<file path="config.mk">
export PLATFORM = sky130hd
export DESIGN_NAME = booth_seq_mult
export DESIGN_NICKNAME = d
export VERILOG_FILES = /design/src/rtl/booth_seq_mult.sv
export SDC_FILE = /design/constraint.sdc
export NUM_CORES = 1
export LEC_CHECK = 0
export CORE_MARGIN = 2
export CORE_UTILIZATION = 44
export CTS_BUF_LIST = sky130_fd_sc_hd__clkbuf_16
export DETAILED_ROUTE_END_ITERATION = 10
export PLACE_DENSITY_LB_ADDON = 0.1
export SLEW_MARGIN = 15
export SYNTH_ARGS = -nofsm -noshare
export SYNTH_HDL_FRONTEND = slang
export SYNTH_SLANG_ARGS = --single-unit
</file>
<file path="constraint.sdc">
create_clock -name clk -period 9.25 [get_ports clk]
set_input_delay 1.85 -clock clk [delete_from_list [all_inputs] [get_ports clk]]
set_output_delay 1.85 -clock clk [all_outputs]
set_load 0.01 [all_outputs]
</file>
<file path="src/rtl/booth_seq_mult.sv">
// Sequential radix-2 Booth multiplier: one add/sub/shift step per clock, registered signed product.
// Optional macro ZERO_BYPASS_EN: a zero operand skips the iteration and completes after one cycle.
`timescale 1ns/1ps
module booth_seq_mult #(
    parameter int WIDTH = 16
) (
    input  logic                 clk,
    input  logic                 rst,
    input  logic                 start,
    input  logic [WIDTH-1:0]     multiplicand,
    input  logic [WIDTH-1:0]     multiplier,
    output logic                 busy,
    output logic                 done,
    output logic [2*WIDTH-1:0]   product
);
    localparam int CW = (WIDTH > 2) ? $clog2(WIDTH) : 1;

    // Handshake: start is sampled only in IDLE; done is a one-cycle pulse with product
    // already valid, and product holds until the next done.
    typedef enum logic [1:0] {
        IDLE = 2'd0,
        RUN  = 2'd1,
        DONE = 2'd2
    } state_t;

    state_t              state, state_next;
    logic [WIDTH:0]      a, a_next;
    logic [WIDTH:0]      q, q_next;
    logic [WIDTH:0]      m, m_next;
    logic [WIDTH:0]      sum;
    logic [CW-1:0]       cnt, cnt_next;
    logic [2*WIDTH-1:0]  product_next;
    logic                zero_op;

`ifdef ZERO_BYPASS_EN
    assign zero_op = (multiplicand == '0) || (multiplier == '0);
`else
    assign zero_op = 1'b0;
`endif

    always_ff @(posedge clk) begin
        if (rst) begin
            state   <= IDLE;
            a       <= '0;
            q       <= '0;
            m       <= '0;
            cnt     <= '0;
            product <= '0;
        end else begin
            state   <= state_next;
            a       <= a_next;
            q       <= q_next;
            m       <= m_next;
            cnt     <= cnt_next;
            product <= product_next;
        end
    end

    always_comb begin
        state_next   = state;
        a_next       = a;
        q_next       = q;
        m_next       = m;
        cnt_next     = cnt;
        product_next = product;
        sum          = a;
        unique case (state)
            IDLE: begin
                if (start) begin
                    m_next   = {multiplicand[WIDTH-1], multiplicand};
                    a_next   = '0;
                    q_next   = {multiplier, 1'b0};
                    cnt_next = '0;
                    if (zero_op) begin
                        product_next = '0;
                        state_next   = DONE;
                    end else begin
                        state_next   = RUN;
                    end
                end
            end
            RUN: begin
                case (q[1:0])
                    2'b01:   sum = a + m;
                    2'b10:   sum = a - m;
                    default: sum = a;
                endcase
                // Arithmetic shift of {sum, q}: sum LSB falls into q MSB, q LSB is dropped.
                a_next   = {sum[WIDTH], sum[WIDTH:1]};
                q_next   = {sum[0], q[WIDTH:1]};
                cnt_next = cnt + CW'(1);
                if (cnt == CW'(WIDTH - 1)) begin
                    product_next = {a_next[WIDTH-1:0], q_next[WIDTH:1]};
                    state_next   = DONE;
                end
            end
            DONE:    state_next = IDLE;
            default: state_next = IDLE;
        endcase
    end

    assign busy = (state == RUN);
    assign done = (state == DONE);

endmodule
</file>
; ---- Yosys cells after proc, flatten, opt, wreduce, memory -nomap -nowiden
; Cells that the tools add are included.
[totals]
regBits = 88
in_bits = 35
elab_cells = 32
output_inout_bits = 34
[op_classes]
addsub = 3
n_mux = 10
reduce_logical = 6
eq_ne = 7
[op_table]
columns = cell, n
row1 = one-hot mux 17 bit (2 select lines), 3
row2 = two-way mux 17 bit, 2
row3 = adder 17 bit, 1
row4 = subtractor 17 bit, 1
row5 = one-hot mux 4 bit (2 select lines), 1
row6 = AND reduction 2 bit, 4
row7 = "adder 4 x 1 -> 4 bit, second input constant", 1
row8 = "== test 2 x 1 -> 1 bit, second input constant", 2
row9 = "== test 2 bit, second input constant", 2
row10 = "== test 4 bit, second input constant", 1
row11 = two-way mux 2 bit, 2
row12 = two-way mux 4 bit, 1
row13 = one-hot mux 2 bit (2 select lines), 1
row14 = logical NOT 2 bit, 1
row15 = "inequality test 2 x 1 -> 1 bit, second input constant", 1
row16 = "inequality test 2 bit, second input constant", 1
row17 = nonzero test 2 bit, 1

; ---- Longest topological paths before layout
; Gate-level depths: netlist (run 1).
[depth]
word_depth = 3
ltp_mapped = 15

; ---- Least setup slack after synthesis (run 1)
; Ideal clock, no wire load.
[synth_path]
path_kind = reg2out
from = register state[1]
to = output busy
arrival_ps = 1308
setup_slack_ps = 6092
path_stages_with_launch = 6
t_required_ps = 7400
cell_sequence = dfxtp_1 -> nand2b_1 -> buf_2 -> inv_1 -> clkbuf_1 -> clkbuf_1
[synth_via]
elab_chain_cells = 1
[synth_rtl]
columns = element, line
row1 = from (decl), 26  ; state_t state, state_next;
row2 = from (signal assigned), 50  ; state <= state_next;
row3 = == test 2 x 1 -> 1 bit, 102  ; assign busy = (state == RUN);
row4 = to (decl), 12  ; output logic busy,
; No other way between the ends.

; ---- Final worst setup path (run 1)
[layout_path]
from = register m[2]
to = register product[31]
[layout_via]
elab_chain_cells = 2
elab_cells_between_ends = 3
classes_between = add/sub (2) / mux (1)
[layout_rtl]
columns = element, line
row1 = from (decl), 29  ; logic [WIDTH:0] m, m_next;
row2 = from (signal assigned), 53  ; m <= m_next;
row3 = subtractor 17 bit / adder 17 bit (equally long branches), "85, 84"
row4 = one-hot mux 17 bit (2 select lines) *, 83  ; case (q[1:0])
row5 = to (signal assigned), 55  ; product <= product_next;
row6 = to (decl), 14  ; output logic [2*WIDTH-1:0] product
; Mark *: on every way between the ends. The rest lies on a longest branch, timed or not.
; A chain may end at the register's enable or synchronous reset.

==> run_results.csv, run 1 <==
group,metric,value,unit
run_status,status,"finished, final reports clean",
drt,wirelength,10900,um
setup_path,crit_fanout,7,
synth,syn_area,0.00458,sq mm
clock_network,post_cts_buffers,0,
clock_network,hold_buffers,0,
clock_network,cts_tree,"yes",
clock_network,root_buffer,"clkbuf_16",
global_routing,track_usage,19.9,%
synth,synth-edff-count,0,
drt,avgViaCountPerCell,5.35,
worst_hold_path,worstHoldPathType,"reg -> reg",
synth,synth_seq_cells,87,
global_routing,grt_start_max_net_pins,94,
finish,antenna_cells,0,
finish,syn2layout_area_growth,23.4,%
clock_network,cts-resized-gates,0,
timing,fmax,0.284,GHz
finish,fin_area,0.00565,sq mm
timing,hold_violations,0,
synth,yosysWarnings,0,
floorplanning,core_area,0.0102,sq mm
synth,syn_nets,638,
floorplanning,die_area,0.0112,sq mm
drt,ant_nets,0,
global_routing,use_met2,29.6,%
timing,max_slew.worst_pin.slew,967,ps
setup_path,critPathLaunchType,"register",
flow_run,maxCapViolCount,0,
timing,finalSetupViolCount,0,
timing,slew_viol_final,0,
power_and_ir_drop,seq_power_share,39.9,%
drt,wire_per_inst,14.2,um
global_routing,antenna_found_initial,0,
power_and_ir_drop,clockPowerShare,38.7,%
clock_network,clock_sinks,87,
drt,drc_errors,0,
power_and_ir_drop,internal-power,0.716,mW
place,globalplace.congestion,0.835,
power_and_ir_drop,peakVddDrop,0.0000872,V
synth,ys_top_cells_by_area,"dfxtp_1 (38%), a21oi_1 (8.8%), nand2_1 (8.6%), ha_1 (5.2%), nor2_1 (4.8%)",
synth,synth_cell_types,60,
power_and_ir_drop,p_leak,2.09,nW
synth,synthArstFlopShare,0,%
setup_path,cp_data_required_time,9420,ps
setup_path,crit_arrival,3690,ps
synth,syn-mean-instance-area,7.85,sq um
power_and_ir_drop,comb_power_share,21.4,%
timing,worst_slew_margin_rel,35.5,%
setup_path,critPathCaptureType,"register",
finish,final_cell_mix,"nand2_1 (105), dfxtp_1 (87), a21oi_1 (80)",
timing,rsz0062_at_grt,"false",
floorplanning,chipWidth,106,um
global_routing,grt_pass1_wl,18200,um
finish,drive_gt1_share,6.31,%
timing,finClkSkew,11.0,ps
floorplanning,ioPinCount,69,
global_routing,grt_overflow,0,
global_routing,grt-busiest-layer,"met1",
timing,finalCritPeriodShare,38.0,%
drt,drtIter0Drc,200,
drt,drt_pass1_iterations,4,
synth,synth-seq-area-share,38.1,%
place,numPortBuffers,68,
clock_network,cts_max_path_buffers,2,
synth,synth_ff_type,"dfxtp_1",
global_routing,grt_use_met1,30.1,%
setup_path,worst-setup-path-type,"reg -> reg",
finish,layout_commonest_cell,"nand2_1",
clock_network,cts_max_level,3,
finish,fillerInstances,959,
synth,synth_top_cell_by_area,"dfxtp_1",
floorplanning,die_h,106,um
clock_network,clkTransAtPathRegs,70,ps
finish,nets,685,
place,dpl-instance-area,0.00533,sq mm
place,dpl.hpwl,7490,um
clock_network,cts_buffers,9,
timing,setup-tns-final,0,ps
global_routing,gr-usage-met3,2.33,%
synth,synthCells,583,
power_and_ir_drop,power,1.01,mW
drt,vias,4117,
timing,finalCriticalPeriod,3520,ps
floorplanning,start_util,44.7,%
floorplanning,rows,37,
power_and_ir_drop,pwr_density_cell,179,mW/mm^2
power_and_ir_drop,switchingPower,0.294,mW
power_and_ir_drop,swShare,29.1,%
clock_network,insertion_delay,340,ps
synth,synth_top_area_share,38.1,%
timing,holdWs,454,ps
global_routing,grt_pass1_vias,3720,
## area by class of cell
class                           count  area (sq um)  share of cell area (%)
Clock inverter                      6          93.8                    1.66
Timing Repair Buffer               75           728                    12.9
Clock buffer                        9           225                    3.99
Tap cell                          136           170                    3.01
Sequential cell                    87          1740                    30.8
Inverter                           12          45.0                   0.798
Multi-Input combinational cell    445          2640                    46.8
## sequential cells by signal, indices dropped and copies added, names as in the netlist
signal	flops
product	32
state	2
q	17
m	16
cnt	4
a	16
## synth_stat cells (4+ instances only)
| library cell | n |
|---|---|
| nor3_1 | 10 |
| nand3b_1 | 5 |
| nor2_1 | 59 |
| a21o_1 | 7 |
| o21ai_0 | 9 |
| nand3_1 | 17 |
| buf_1 | 7 |
| a21oi_1 | 80 |
| nor4_1 | 6 |
| clkbuf_1 | 30 |
| a22oi_1 | 12 |
| xnor2_1 | 20 |
| ha_1 | 19 |
| a31oi_1 | 7 |
| mux2i_1 | 7 |
| and3_1 | 4 |
| o21bai_1 | 5 |
| nand2b_1 | 6 |
| xor2_1 | 5 |
| o21ai_1 | 5 |
| nand2_1 | 105 |
| dfxtp_1 | 87 |
| inv_1 | 12 |
| a211oi_1 | 10 |
## routing by layer
metal,share of wire (%),wire length (um),vias up
met5,0,0,-
met4,0.93,102,0
met3,4.2,457,9
met2,43,4750,82
met1,52,5640,1896
li1,-,-,2130
## worst max-delay path: stages, from the launching register on
cell	delay, ps
dfxtp_1	370
nor2_1	140
nor4b_1	580
and3_1	310
nor2_1	60
xnor2_1	160
ha_1	360
a21o_1	220
o21bai_1	160
a221oi_1	320
a21oi_1	120
o21bai_1	230
xor2_1	220
a211oi_1	100
## worst paths after layout
| path | startpoint | endpoint | slack [ps] | cells past startpoint |
|---|---|---|---|---|
| worst max-delay path | m[2]$_SDFFE_PP0P_ | product[31]$_SDFFE_PP0P_ | 5730 | 13 |
| worst min-delay path | product[13]$_SDFFE_PP0P_ | product[13]$_SDFFE_PP0P_ | 450 | 2 |
| worst max register to register | m[2]$_SDFFE_PP0P_ | product[31]$_SDFFE_PP0P_ | 5730 | 13 |
| worst min register to register | product[13]$_SDFFE_PP0P_ | product[13]$_SDFFE_PP0P_ | 450 | 2 |
## stage by stage
step	setup WS (ps)	utilization, %	std cells
2_1_floorplan	6090	-	583
3_3_place_gp	5260	52.0	755
3_5_place_dp	5230	52.0	755
4_1_cts	5570	55.2	770
5_1_grt	5350	55.2	770
6_report	5730	55.2	770
## cells by family (layout without fill, tap and decap cells)
group | Yosys count | count (layout) | share of synthesized area (%)
adder cells (fa/ha/maj) | 20 | 20 | 5.63
XOR/XNOR | 25 | 25 | 4.79
AND/OR/NAND/NOR | 235 | 235 | 23.9
buffers and inverters | 51 | 102 | 4.29
flip-flops | 87 | 87 | 38.1
multiplexers | 8 | 8 | 1.78
AO/OA/AOI/OAI | 157 | 157 | 21.6
## power by group through the flow
stage / registers [mW] / clock network (mW) / logic, mW
3_3_place_gp: 0.410 / 0 / 0.212
3_5_place_dp: 0.411 / 0 / 0.214
4_1_cts: 0.402 / 0.398 / 0.215
6_report: 0.403 / 0.391 / 0.217
5_1_grt: 0.405 / 0.413 / 0.241
2_1_floorplan: 0.407 / 0 / 0.163
(Power assumes the default switching activity.)
==> run 2, diff against run 1 <==
Clock period 9.25 ns to 3.32 ns, I/O delays scaled along.
==> run_results.csv, run 2 (same netlist as run 1, synthesis figures left out) <==
group,metric,value,unit
run_status,status,"finished, final reports clean",
setup_path,worst-setup-path-type,"reg -> reg",
drt,ant_nets,0,
drt,wire_per_inst,14.3,um
finish,antenna_cells,0,
global_routing,grt_start_max_net_pins,74,
timing,holdWs,453,ps
drt,wl_met3,505,um
finish,layout_commonest_cell,"nand2_1",
clock_network,clkTransAtPathRegs,70,ps
setup_path,crit_buf_inv,1,
setup_path,cp_common_cell,"a21o_1",
setup_path,cp_slowest_cell,"ha_1",
setup_path,cp_data_required_time,3540,ps
drt,routed-wl-met2,4790,um
global_routing,grt_overflow,0,
timing,hold_violations,0,
setup_path,r2r_cells,14,
setup_path,critPathLaunchType,"register",
setup_path,critPathCaptureType,"register",
setup_path,rr_startpoint,"m[2]$_SDFFE_PP0P_",
worst_hold_path,min_to,"product[12]$_SDFFE_PP0P_",
setup_path,crit_family,"simple AND/OR/NAND/NOR gates",
clock_network,cts_max_path_buffers,2,
global_routing,track_usage,20.5,%
drt,m1WireLength,5710,um
drt,avgViaCountPerCell,5.30,
floorplanning,start_util,44.7,%
place,numPortBuffers,68,
power_and_ir_drop,pwr_density_cell,484,mW/mm^2
floorplanning,die_area,0.0112,sq mm
setup_path,crit_fanout,7,
clock_network,cts_buffers,9,
timing,max_slew.worst_pin.slew,911,ps
global_routing,antenna_found_initial,0,
timing,worst_slew_margin_rel,39.1,%
floorplanning,core_area,0.0102,sq mm
timing,finalCriticalPeriod,3170,ps
finish,nets,693,
timing,setup-tns-final,0,ps
clock_network,cts_tree,"yes",
timing,fmax,0.315,GHz
clock_network,clock_sinks,87,
timing,finClkSkew,6.77,ps
setup_path,crit_arrival,3390,ps
worst_hold_path,hold_depth,2,
floorplanning,die_h,106,um
setup_path,startpoint,"m[2]$_SDFFE_PP0P_",
timing,finalSetupViolCount,0,
setup_path,path_cells,"nor2_2 -> nor4b_4 -> buf_4 -> and3_1 -> nor2_1 -> xnor2_1 -> ha_1 -> a21o_1 -> a21o_1 -> a21o_1 -> a21oi_1 -> o21ai_2 -> nor4b_1 -> or3_1",
setup_path,r2r-end,"product[30]$_SDFFE_PP0P_",
worst_hold_path,hold_start,"product[12]$_SDFFE_PP0P_",
drt,drc_errors,0,
clock_network,cts_max_level,3,
clock_network,insertion_delay,340,ps
drt,drt_pass1_iterations,4,
finish,final_cell_mix,"nand2_1 (105), dfxtp_1 (85), a21oi_1 (80)",
flow_run,maxCapViolCount,0,
global_routing,grt_pass1_vias,3800,
floorplanning,ioPinCount,69,
finish,top_regs,"product: 32 flops, q: 17 flops",
power_and_ir_drop,p_leak,2.14,nW
timing,slew_viol_final,0,
clock_network,root_buffer,"clkbuf_16",
timing,finalCritPeriodShare,95.5,%
place,dpl.hpwl,7950,um
setup_path,cpPeakStageDelay,370,ps
setup_path,rrSetupSlack,150,ps
finish,largest_register_ff_count,32,
power_and_ir_drop,peakVddDrop,0.000275,V
finish,drive_gt1_share,8.55,%
place,globalplace.congestion,0.940,
power_and_ir_drop,power,2.77,mW
drt,drtIter0Drc,293,
drt,vias,4127,
global_routing,grt_pass1_wl,18400,um
finish,top_register,"product",
finish,syn2layout_area_growth,25.3,%
drt,wirelength,11100,um
worst_hold_path,worstHoldPathType,"reg -> reg",
drt,highest_layer,"met4",
floorplanning,rows,37,
floorplanning,chipWidth,106,um
run 2: per-layer routing:
layer,track usage [%],vias to the layer above
li1,-,2152
met1,30.4,1875
met2,29.4,90
met3,4.48,10
met4,6.86,0
met5,0,-
run 2: power by group:
part           leakage [nW]  internal (mW)  total (mW)  switching (mW)
Clock                 0.153          0.587        1.02           0.432
Sequential            0.708           1.08        1.12          0.0412
Combinational          1.28          0.276       0.633           0.357
run 2: layout make-up:
class | instances | area [sq um]
Sequential cell | 87 | 1740
Fill cell | 969 | 4500
Clock inverter | 7 | 72.6
Tap cell | 136 | 170
Multi-Input combinational cell | 445 | 2670
Inverter | 12 | 45.0
Clock buffer | 9 | 225
Timing Repair Buffer | 83 | 801
run 2: worst min-delay path, delay by kind of cell, from the launching register on:
| kind | cells | cell delay [ps] |
|---|---|---|
| simple gates | 1 | 50 |
| compound gates | 1 | 50 |
| flops | 1 | 310 |
run 2: repair_timing:
action	CTS	global route
gates resized for setup	0	9
buffers inserted	0	1
hold buffers	0	0
setup endpoints to repair	0	5
run 2: worst max-delay path by stage:
stage               depth (start not counted)  slack (ps)                       end
floorplan                                  13         250  product[30]$_SDFFE_PP0P_
finish                                     14         150  product[30]$_SDFFE_PP0P_
global route                               14         -30  product[30]$_SDFFE_PP0P_
global placement                           14         190        a[15]$_SDFFE_PP0P_
CTS                                        14          80  product[30]$_SDFFE_PP0P_
detailed placement                         14         120  product[30]$_SDFFE_PP0P_
run 2: metrics by stage:
step | worst slack (ps) | cells | utilization [%] | cell area [sq um]
2_1_floorplan | 254 | 583 | - | 4580
3_3_place_gp | 186 | 762 | 52.7 | 5390
3_5_place_dp | 124 | 762 | 52.7 | 5390
4_1_cts | 77.8 | 778 | 55.6 | 5690
5_1_grt | -31.2 | 779 | 56.0 | 5730
6_report | 150 | 779 | 56.0 | 5730
==> run 3, diff against run 2 <==
Settings changed: PLACE_DENSITY_LB_ADDON 0.1 to 0.2.
==> run_results.csv, run 3 (same netlist as run 1, synthesis figures left out) <==
group,metric,value,unit
power_and_ir_drop,pwr_density_cell,497,mW/mm^2
clock_network,cts_max_level,3,
run_status,status,"finished, final reports clean",
setup_path,rr_startpoint,"m[2]$_SDFFE_PP0P_",
setup_path,cpPeakStageDelay,380,ps
floorplanning,core_area,0.0102,sq mm
drt,drc_errors,0,
timing,worst_slew_margin_rel,39.2,%
timing,setup-tns-final,0,ps
global_routing,grt_pass1_vias,3895,
finish,largest_register_ff_count,32,
global_routing,grt_start_max_net_pins,60,
floorplanning,rows,37,
global_routing,antenna_found_initial,0,
setup_path,crit_fanout,7,
power_and_ir_drop,swShare,29.1,%
finish,top_register,"product",
drt,vias,4210,
setup_path,path_cells,"nor2_2 -> nor4b_2 -> buf_4 -> and3_1 -> nor2_1 -> xnor2_1 -> ha_1 -> a21o_1 -> a21o_1 -> a21o_1 -> a21oi_1 -> o21ai_1 -> nor4b_1 -> or3_1",
finish,layout_commonest_cell,"nand2_1",
setup_path,cp_slowest_cell,"dfxtp_1",
place,dpl.hpwl,8010,um
timing,finalCriticalPeriod,3170,ps
finish,syn2layout_area_growth,25.2,%
timing,finClkSkew,7.78,ps
floorplanning,die_h,106,um
timing,finalSetupViolCount,0,
power_and_ir_drop,peakVddDrop,0.000220,V
finish,drive_gt1_share,7.96,%
finish,fin_area,0.00573,sq mm
drt,wl_met3,595,um
setup_path,cp_data_required_time,3540,ps
setup_path,rrSetupSlack,150,ps
power_and_ir_drop,switchingPower,0.830,mW
setup_path,r2r-end,"product[30]$_SDFFE_PP0P_",
clock_network,cts_max_path_buffers,2,
place,dpl-instance-area,0.00539,sq mm
finish,antenna_cells,0,
drt,drtIter0Drc,283,
timing,holdWs,453,ps
finish,multi_input_area,0.00266,sq mm
clock_network,insertion_delay,340,ps
setup_path,r2r_cells,14,
setup_path,startpoint,"m[2]$_SDFFE_PP0P_",
worst_hold_path,worstHoldPathType,"reg -> reg",
global_routing,grt_overflow,0,
setup_path,crit_arrival,3400,ps
power_and_ir_drop,p_leak,2.13,nW
timing,fmax,0.315,GHz
power_and_ir_drop,comb_power_share,22.2,%
clock_network,clock_sinks,87,
drt,m1WireLength,5530,um
timing,max_slew.worst_pin.slew,912,ps
finish,fillerInstances,948,
setup_path,crit_end,"product[30]$_SDFFE_PP0P_",
drt,wirelength,11200,um
finish,final_cell_mix,"nand2_1 (105), dfxtp_1 (87), a21oi_1 (80)",
drt,wire_per_inst,14.4,um
timing,finalCritPeriodShare,95.5,%
drt,avgViaCountPerCell,5.42,
floorplanning,ioPinCount,69,
finish,seq_area,0.00174,sq mm
global_routing,track_usage,20.7,%
timing,slew_viol_final,0,
finish,stdcell_count,777,
flow_run,maxCapViolCount,0,
clock_network,cts_buffers,9,
drt,ant_nets,0,
power_and_ir_drop,clockPowerShare,38.5,%
power_and_ir_drop,internal-power,2.02,mW
floorplanning,start_util,44.7,%
clock_network,cts_tree,"yes",
global_routing,grt_pass1_wl,18700,um
timing,hold_violations,0,
drt,drt_pass1_iterations,5,
timing,rsz0062_at_grt,"true",
place,place_inst,762,
finish,top_regs,"product: 32 flops, q: 17 flops",
setup_path,critPathCaptureType,"register",
setup_path,worst-setup-path-type,"reg -> reg",
drt,highest_layer,"met4",
clock_network,root_buffer,"clkbuf_16",
floorplanning,chipWidth,106,um
setup_path,cp_common_cell,"a21o_1",
place,globalplace.congestion,0.888,
place,numPortBuffers,68,
finish,nets,692,
power_and_ir_drop,power,2.85,mW
drt,routed-wl-met2,4990,um
setup_path,critPathLaunchType,"register",
clock_network,clkTransAtPathRegs,60,ps
power_and_ir_drop,seq_power_share,39.4,%
floorplanning,die_area,0.0112,sq mm
[run 3: critical path, delay by kind of cell, from the launching register on]
| kind | cells | cell delay (ps) |
|---|---|---|
| AO/OA/AOI/OAI | 5 | 900 |
| flip-flops | 1 | 380 |
| AND/OR/NAND/NOR | 6 | 1130 |
| adder cells (fa/ha/maj) | 1 | 360 |
| XOR/XNOR | 1 | 130 |
| buffers and inverters | 1 | 170 |
[run 3: how the worst min path moves through the flow]
stage	from	to	cells past startpoint
floorplan	q[16]$_SDFFE_PP0P_	product[14]$_SDFFE_PP0P_	2
global placement	product[12]$_SDFFE_PP0P_	product[12]$_SDFFE_PP0P_	2
detailed placement	product[2]$_SDFFE_PP0P_	product[2]$_SDFFE_PP0P_	2
CTS	product[13]$_SDFFE_PP0P_	product[13]$_SDFFE_PP0P_	2
global route	product[10]$_SDFFE_PP0P_	product[10]$_SDFFE_PP0P_	2
finish	product[13]$_SDFFE_PP0P_	product[13]$_SDFFE_PP0P_	2
[run 3: through the flow]
stage | worst slack (ps) | utilization [%]
3_5_place_dp | 107 | 52.7
3_3_place_gp | 226 | 52.7
6_report | 148 | 56.0
4_1_cts | 76.1 | 55.8
5_1_grt | -79.4 | 56.0
2_1_floorplan | 254 | -
[run 3: routing by layer]
metal / track usage, % / vias to the layer above
li1: - / 2141
met2: 31.2 / 121
met1: 29.7 / 1938
met3: 4.41 / 10
met4: 5.83 / 0
met5: 0 / -
[run 3: cell type report]
class                      count  area share (%)
multi-input combinational    445            46.5
clock buffer                   9            3.93
inverter                      12           0.786
timing repair buffer          82            13.8
sequential                    87            30.4
tap                          136            2.97
clock inverter                 6            1.59
[run 3: what timing repair did]
item / 4_1_cts / 5_1_grt
endpoints found under the setup margin: 0 / 4
hold endpoints to repair: 0 / 0
hold buffers: 0 / 0
resized for setup: 0 / 5
setup buffers: 0 / 0
[run 3: power by group through the flow]
stage / logic (mW) / registers (mW) / clock network (mW)
4_1_cts: 0.626 / 1.12 / 1.11
3_5_place_dp: 0.622 / 1.14 / 0
6_report: 0.632 / 1.12 / 1.10
2_1_floorplan: 0.454 / 1.13 / 0
5_1_grt: 0.699 / 1.13 / 1.17
3_3_place_gp: 0.616 / 1.14 / 0
